## config.mk

```make
export PLATFORM = sky130hd
export DESIGN_NAME = asrv32_fetch
export DESIGN_NICKNAME = d
export VERILOG_FILES = /design/src/rtl/asrv32_fetch_pkg.sv /design/src/rtl/asrv32_fetch_skid.sv /design/src/rtl/asrv32_fetch.sv
export SDC_FILE = /design/constraint.sdc
export NUM_CORES = 1
export LEC_CHECK = 0
export CAP_MARGIN = 20
export CORE_MARGIN = 2
export CORE_UTILIZATION = 55
export CTS_CLUSTER_DIAMETER = 80
export DETAILED_ROUTE_END_ITERATION = 10
export PLACE_DENSITY = 0.85
export SYNTH_ARGS = -nofsm -noshare
export SYNTH_HDL_FRONTEND = slang
export SYNTH_SLANG_ARGS = --single-unit
```

## constraint.sdc

```tcl
create_clock -name i_clk -period 2.38 [get_ports i_clk]
set_input_delay 0.476 -clock i_clk [delete_from_list [all_inputs] [get_ports i_clk]]
set_output_delay 0.476 -clock i_clk [all_outputs]
set_load 0.05 [all_outputs]
```

## src/rtl/asrv32_fetch_pkg.sv

```systemverilog
// Shared fetch-stage definitions: PC width, NOP encoding and fetch FSM states.
package asrv32_fetch_pkg;

  localparam int unsigned PC_W = 32;

  localparam logic [6:0] OPCODE_OP_IMM = 7'b001_0011;
  // addi x0, x0, 0
  localparam logic [31:0] NOP_INST = {25'd0, OPCODE_OP_IMM};

  typedef enum logic [1:0] {
    FETCH_IDLE  = 2'd0,
    FETCH_FETCH = 2'd1,
    FETCH_DROP  = 2'd2
  } fetch_state_e;

  function automatic logic [PC_W-1:0] pc_incr(input logic [PC_W-1:0] pc);
    return pc + PC_W'(4);
  endfunction

endpackage

```

## src/rtl/asrv32_fetch_skid.sv

```systemverilog
// One-entry skid buffer holding a fetched instruction and its PC while decode stalls.
module asrv32_fetch_skid
  import asrv32_fetch_pkg::*;
(
  input  logic            i_clk,
  input  logic            i_rst_n,
  input  logic            i_load,
  input  logic            i_drain,
  input  logic            i_clear,
  input  logic [31:0]     i_inst,
  input  logic [PC_W-1:0] i_pc,
  output logic            o_valid,
  output logic [31:0]     o_inst,
  output logic [PC_W-1:0] o_pc
);

  logic            valid_q, valid_d;
  logic [31:0]     inst_q, inst_d;
  logic [PC_W-1:0] pc_q, pc_d;

  // Clear wins over load so a redirect can never leave a stale entry behind.
  always_comb begin
    valid_d = valid_q;
    inst_d  = inst_q;
    pc_d    = pc_q;
    if (i_clear) begin
      valid_d = 1'b0;
    end else if (i_load) begin
      valid_d = 1'b1;
      inst_d  = i_inst;
      pc_d    = i_pc;
    end else if (i_drain) begin
      valid_d = 1'b0;
    end
  end

  always_ff @(posedge i_clk or negedge i_rst_n) begin
    if (!i_rst_n) begin
      valid_q <= 1'b0;
      inst_q  <= NOP_INST;
      pc_q    <= '0;
    end else begin
      valid_q <= valid_d;
      inst_q  <= inst_d;
      pc_q    <= pc_d;
    end
  end

  assign o_valid = valid_q;
  assign o_inst  = inst_q;
  assign o_pc    = pc_q;

endmodule

```

## src/rtl/asrv32_fetch.sv

```systemverilog
// Instruction fetch stage: owns the PC, issues single-outstanding strobe/ack
// requests and hands instructions to decode, honouring stall and redirects.
module asrv32_fetch
  import asrv32_fetch_pkg::*;
#(
  parameter logic [31:0] PC_RESET = 32'h0000_0000
) (
  input  logic        i_clk,
  input  logic        i_rst_n,
  output logic [31:0] o_iaddr,
  output logic        o_stb_inst,
  input  logic        i_ack_inst,
  input  logic [31:0] i_inst,
  input  logic        i_stall,
  input  logic        i_change_pc,
  input  logic [31:0] i_new_pc,
  output logic [31:0] o_inst,
  output logic [31:0] o_pc,
  output logic        o_ce
);

  fetch_state_e    state_q, state_d;
  logic [PC_W-1:0] pc_q, pc_d;
  logic [PC_W-1:0] iaddr_q, iaddr_d;
  logic [PC_W-1:0] redirect_q, redirect_d;
  logic [31:0]     inst_q, inst_d;
  logic [PC_W-1:0] opc_q, opc_d;
  logic            ce_q, ce_d;

  logic            skid_load, skid_drain, skid_clear, skid_valid;
  logic [31:0]     skid_inst;
  logic [PC_W-1:0] skid_pc;

  logic [PC_W-1:0] target;
  logic            unused_new_pc_lo;

  assign target           = {i_new_pc[31:2], 2'b00};
  assign unused_new_pc_lo = ^i_new_pc[1:0];

  asrv32_fetch_skid u_skid (
    .i_clk   (i_clk),
    .i_rst_n (i_rst_n),
    .i_load  (skid_load),
    .i_drain (skid_drain),
    .i_clear (skid_clear),
    .i_inst  (i_inst),
    .i_pc    (iaddr_q),
    .o_valid (skid_valid),
    .o_inst  (skid_inst),
    .o_pc    (skid_pc)
  );

  always_comb begin
    state_d    = state_q;
    pc_d       = pc_q;
    iaddr_d    = iaddr_q;
    redirect_d = redirect_q;
    inst_d     = inst_q;
    opc_d      = opc_q;
    ce_d       = i_stall ? ce_q : 1'b0;
    skid_load  = 1'b0;
    skid_drain = 1'b0;
    skid_clear = 1'b0;

    if (i_change_pc) begin
      ce_d       = 1'b0;
      skid_clear = 1'b1;
    end

    case (state_q)
      FETCH_IDLE: begin
        if (i_change_pc) begin
          pc_d    = target;
          iaddr_d = target;
          if (!i_stall) state_d = FETCH_FETCH;
        end else if (!i_stall) begin
          state_d = FETCH_FETCH;
          iaddr_d = pc_q;
          if (skid_valid) begin
            inst_d     = skid_inst;
            opc_d      = skid_pc;
            ce_d       = 1'b1;
            skid_drain = 1'b1;
          end
        end
      end

      FETCH_FETCH: begin
        if (i_change_pc) begin
          if (i_ack_inst) begin
            pc_d    = target;
            iaddr_d = target;
          end else begin
            redirect_d = target;
            state_d    = FETCH_DROP;
          end
        end else if (i_ack_inst) begin
          pc_d = pc_incr(pc_q);
          if (!i_stall) begin
            inst_d  = i_inst;
            opc_d   = iaddr_q;
            ce_d    = 1'b1;
            iaddr_d = pc_incr(pc_q);
          end else begin
            // o_iaddr keeps the captured address; IDLE reloads it from pc.
            skid_load = 1'b1;
            state_d   = FETCH_IDLE;
          end
        end
      end

      FETCH_DROP: begin
        if (i_ack_inst) begin
          pc_d    = i_change_pc ? target : redirect_q;
          iaddr_d = i_change_pc ? target : redirect_q;
          state_d = FETCH_FETCH;
        end else if (i_change_pc) begin
          redirect_d = target;
        end
      end

      default: state_d = FETCH_IDLE;
    endcase
  end

  always_ff @(posedge i_clk or negedge i_rst_n) begin
    if (!i_rst_n) begin
      state_q    <= FETCH_IDLE;
      pc_q       <= PC_RESET;
      iaddr_q    <= PC_RESET;
      redirect_q <= PC_RESET;
      inst_q     <= NOP_INST;
      opc_q      <= PC_RESET;
      ce_q       <= 1'b0;
    end else begin
      state_q    <= state_d;
      pc_q       <= pc_d;
      iaddr_q    <= iaddr_d;
      redirect_q <= redirect_d;
      inst_q     <= inst_d;
      opc_q      <= opc_d;
      ce_q       <= ce_d;
    end
  end

  assign o_stb_inst = (state_q != FETCH_IDLE);
  assign o_iaddr    = iaddr_q;
  assign o_inst     = inst_q;
  assign o_pc       = opc_q;
  assign o_ce       = ce_q;

endmodule

```

==> flow_summary.toml <==
[sta]
fin_crit_sh_pct = 98.34
relSlewSlack_pct = 49.03
max_freq_mhz = 427.2
setup_viol = 0
skew_ns = 0.01683
fin_setup_tns_ns = 0
final-hold-violation-count = 0
worst_hold_slack_ns = 0.4794
tightest_slew_ns = 0.7550
layout_min_cycle_time_ns = 2.341
rsz0062_at_grt = "no"
drv_slew = 0

[drt]
vias_per_cell = 6.085
dr.pass1.iters = 6
vias = 9754
routed_wl_um = 32210
drtIter0Drc = 1024
drc = 0
drtAntennaViolNets = 0
wl_per_cell_um = 20.09

[logic_synthesis]
ys_types = 62
postSynthAreaPerCell_um2 = 10.22
dominantRegCellSynth = "dfrtp_1"
synth-edff-count = 0
synth-async-reset-ratio_pct = 100.0
synth-simple-area-share_pct = 12.32
synth_compound_area_share_pct = 14.73
synth-seq-area-share_pct = 48.95
synth.area.mux_share_pct = 18.57
syn-cell-area_um2 = 11670
synth_seq_cells = 228
synthCells = 1142
yosys.area_share.xor_xnor_pct = 0.7504
yosys_warnings = 0
synth_top_family_by_area = "multiplexers"
synthAdderAreaFrac_pct = 0.6432
syn_nets = 1217

[power]
p_leak_uw = 0.006437
ir_drop_v = 0.0007295
power.density_nw_per_um2 = 1600

[job]
drv_cap = 0

[clocking]
clkTransAtPathRegs_ns = 0.06
cts_tree = "built"
cts.htree.levels = 1
cts_root_buffer = "clkbuf_16"
cts_sinks = 228
clockBufferDepth = 3
insertion_delay_ns = 0.52
cts_inserted_buffers = 24

[worst_setup_path]
path_buf_inv = 1
crit_chain = "clkdlybuf4s50_1"
cpPeakStageDelay_ns = 0.87
arrival_ns = 1.86
end_kind = "output port"
critical_path_class = "register to output port"
r2r-start = "state_q[1]"
crit_path_start_kind = "register"
crit_family = "buffers and inverters"
cp_slowest_cell = "clkdlybuf4s50_1"
cp.required_ns = 1.90
startpoint = "o_iaddr[21]"
worst-path-max-fanout = 4

[grt]
grt_pass1_vias = 9838
grt_max_degree = 83
grtUsageTotal_pct = 28.62
antenna_found_initial = 0
globalRouteOverflowTotal = 0
grt_pass1_wl_um = 51580

[final_layout]
design_area_um2 = 14890
fill_cells = 1457
finalNetCount = 1385
fin_cells = 1603
seq_area_um2 = 5713
area_growth_pct = 27.62
multi_input_area_um2 = 5518
n_antenna_cell = 0
drive_above_1_share_pct = 17.85

[placed_design]
gp_congestion = 0.9926
post-dp-hpwl_um = 21780
dp_cells = 1557
port_buffers = 164
dpl_cell_area_um2 = 13900

[outcome]
status = "complete, no violations"

[die]
dieWidth_um = 149.7
ios = 167
coreArea_um2 = 20960
die_y_um = 149.7
start_util_pct = 55.70
rows = 53
die-area_um2 = 22400

[worst_hold_path]
min_from = "o_pc[4]"
hp-class = "register to register"
==> cell usage in the layout (no fill, tap or decap), types with 6 or more instances in the layout <==
cell,n
dfrtp_1,222
clkdlybuf4s50_1,161
nand2_1,152
o21ai_0,151
mux2_2,108
mux2i_1,95
buf_4,57
nor2_1,33
a21oi_1,29
o31ai_1,25
clkbuf_16,25
a31oi_1,22
inv_1,18
nand3_1,17
nor2b_1,16
nor3_1,11
nand4_1,10
buf_12,10
nand2b_1,9
a211oi_1,8
and2_1,8
bufinv_16,8
or3_1,7
nor4_1,7
o21ai_1,7
and4_1,6
xnor2_1,6
clkbuf_8,6
dfstp_2,6
==> report_power, final <==
group | total [uW] | switching (uW) | internal (uW)
clock | 4540 | 1570 | 2970
sequential | 7140 | 1400 | 5730
combinational | 12200 | 7500 | 4660
total | 23800 | 10500 | 13400
==> synthesized netlist by cell type, types with 5 or more instances <==
master / instances / area share (%)
a31oi_1: 22 / 1.2
o21ai_0: 152 / 6.5
mux2i_1: 95 / 8.1
o311a_1: 5 / 0.43
o21ai_1: 7 / 0.30
nand3_1: 18 / 0.77
nand2_1: 152 / 4.9
buf_4: 7 / 0.45
a221oi_1: 5 / 0.38
clkbuf_1: 53 / 1.7
dfstp_2: 6 / 1.4
xnor2_1: 6 / 0.45
or3_1: 7 / 0.38
nor2b_1: 16 / 0.86
ha_1: 6 / 0.64
nand2b_1: 9 / 0.48
a32oi_1: 5 / 0.38
a211oi_1: 8 / 0.51
mux2_2: 108 / 10
nand4_1: 10 / 0.54
inv_1: 18 / 0.58
o31ai_1: 25 / 1.6
and2_1: 8 / 0.43
o22ai_1: 5 / 0.27
and4_1: 6 / 0.45
nor2_1: 33 / 1.1
buf_2: 26 / 1.1
dfrtp_1: 222 / 48
nor4_1: 7 / 0.38
nor3_1: 11 / 0.47
a21oi_1: 29 / 1.2
and3_1: 5 / 0.27
==> registers in the layout (all words and copies together) (netlist names) <==
signal          cells
u_skid.o_pc        32
o_ce                1
o_pc               32
u_skid.o_inst      32
state_q             2
o_iaddr            32
redirect_q         32
o_inst             32
u_skid.o_valid      1
pc_q               32
==> layout make-up <==
class | instances | share of cell area (%)
multi-input combinational | 806 | 37.05
clock buffer | 34 | 4.830
clock inverter | 10 | 1.697
inverter | 19 | 0.4788
timing repair buffer | 231 | 15.28
tap | 275 | 2.310
sequential | 228 | 38.36
==> final timing paths <==
check | end | slack [ns] | cells after the start
min in group asynchronous | o_pc[5] | 0.55 | 2
setup / recovery | o_iaddr[21] | 0.04 | 1
setup reg to reg | pc_q[20] | 0.13 | 7
hold reg to reg | o_pc[4] | 0.48 | 2
max in group asynchronous | u_skid.o_pc[17] | 1.06 | 3
hold / removal | o_pc[4] | 0.48 | 2
==> through the flow <==
stage | worst slack [ns] | utilization, % | power [uW]
CTS | 0.02959 | 71.01 | 23730
finish | 0.03943 | 71.08 | 23840
global route | 0.01282 | 71.08 | 25120
detailed placement | 0.1210 | 66.32 | 19050
floorplan | 0.2614 | - | 14990
global placement | 0.1889 | 66.32 | 18570
==> kinds of logic after synthesis <==
| kind of cell | count (synthesis) |
|---|---|
| buf+inv | 108 |
| fa+ha+maj | 6 |
| compound gates | 290 |
| simple gates | 297 |
| xor+xnor | 10 |
| mux | 203 |
| flops | 228 |
==> metal layers <==
layer	track usage [%]	share of wire, %	vias up
li1	-	-	4458
met1	38.17	40	4704
met2	47.41	47	500
met3	4.665	8.6	92
met4	10.57	3.8	0
met5	0	0	-
==> timing repair <==
| item | CTS | global route |
|---|---|---|
| hold buffers | 1 | 0 |
| hold endpoints to repair | 46 | 0 |
| setup endpoints to repair | 0 | 3 |
| buffers inserted | 0 | 1 |
| gates resized for setup | 0 | 2 |
No activity file was read; power rests on OpenSTA's default activity.
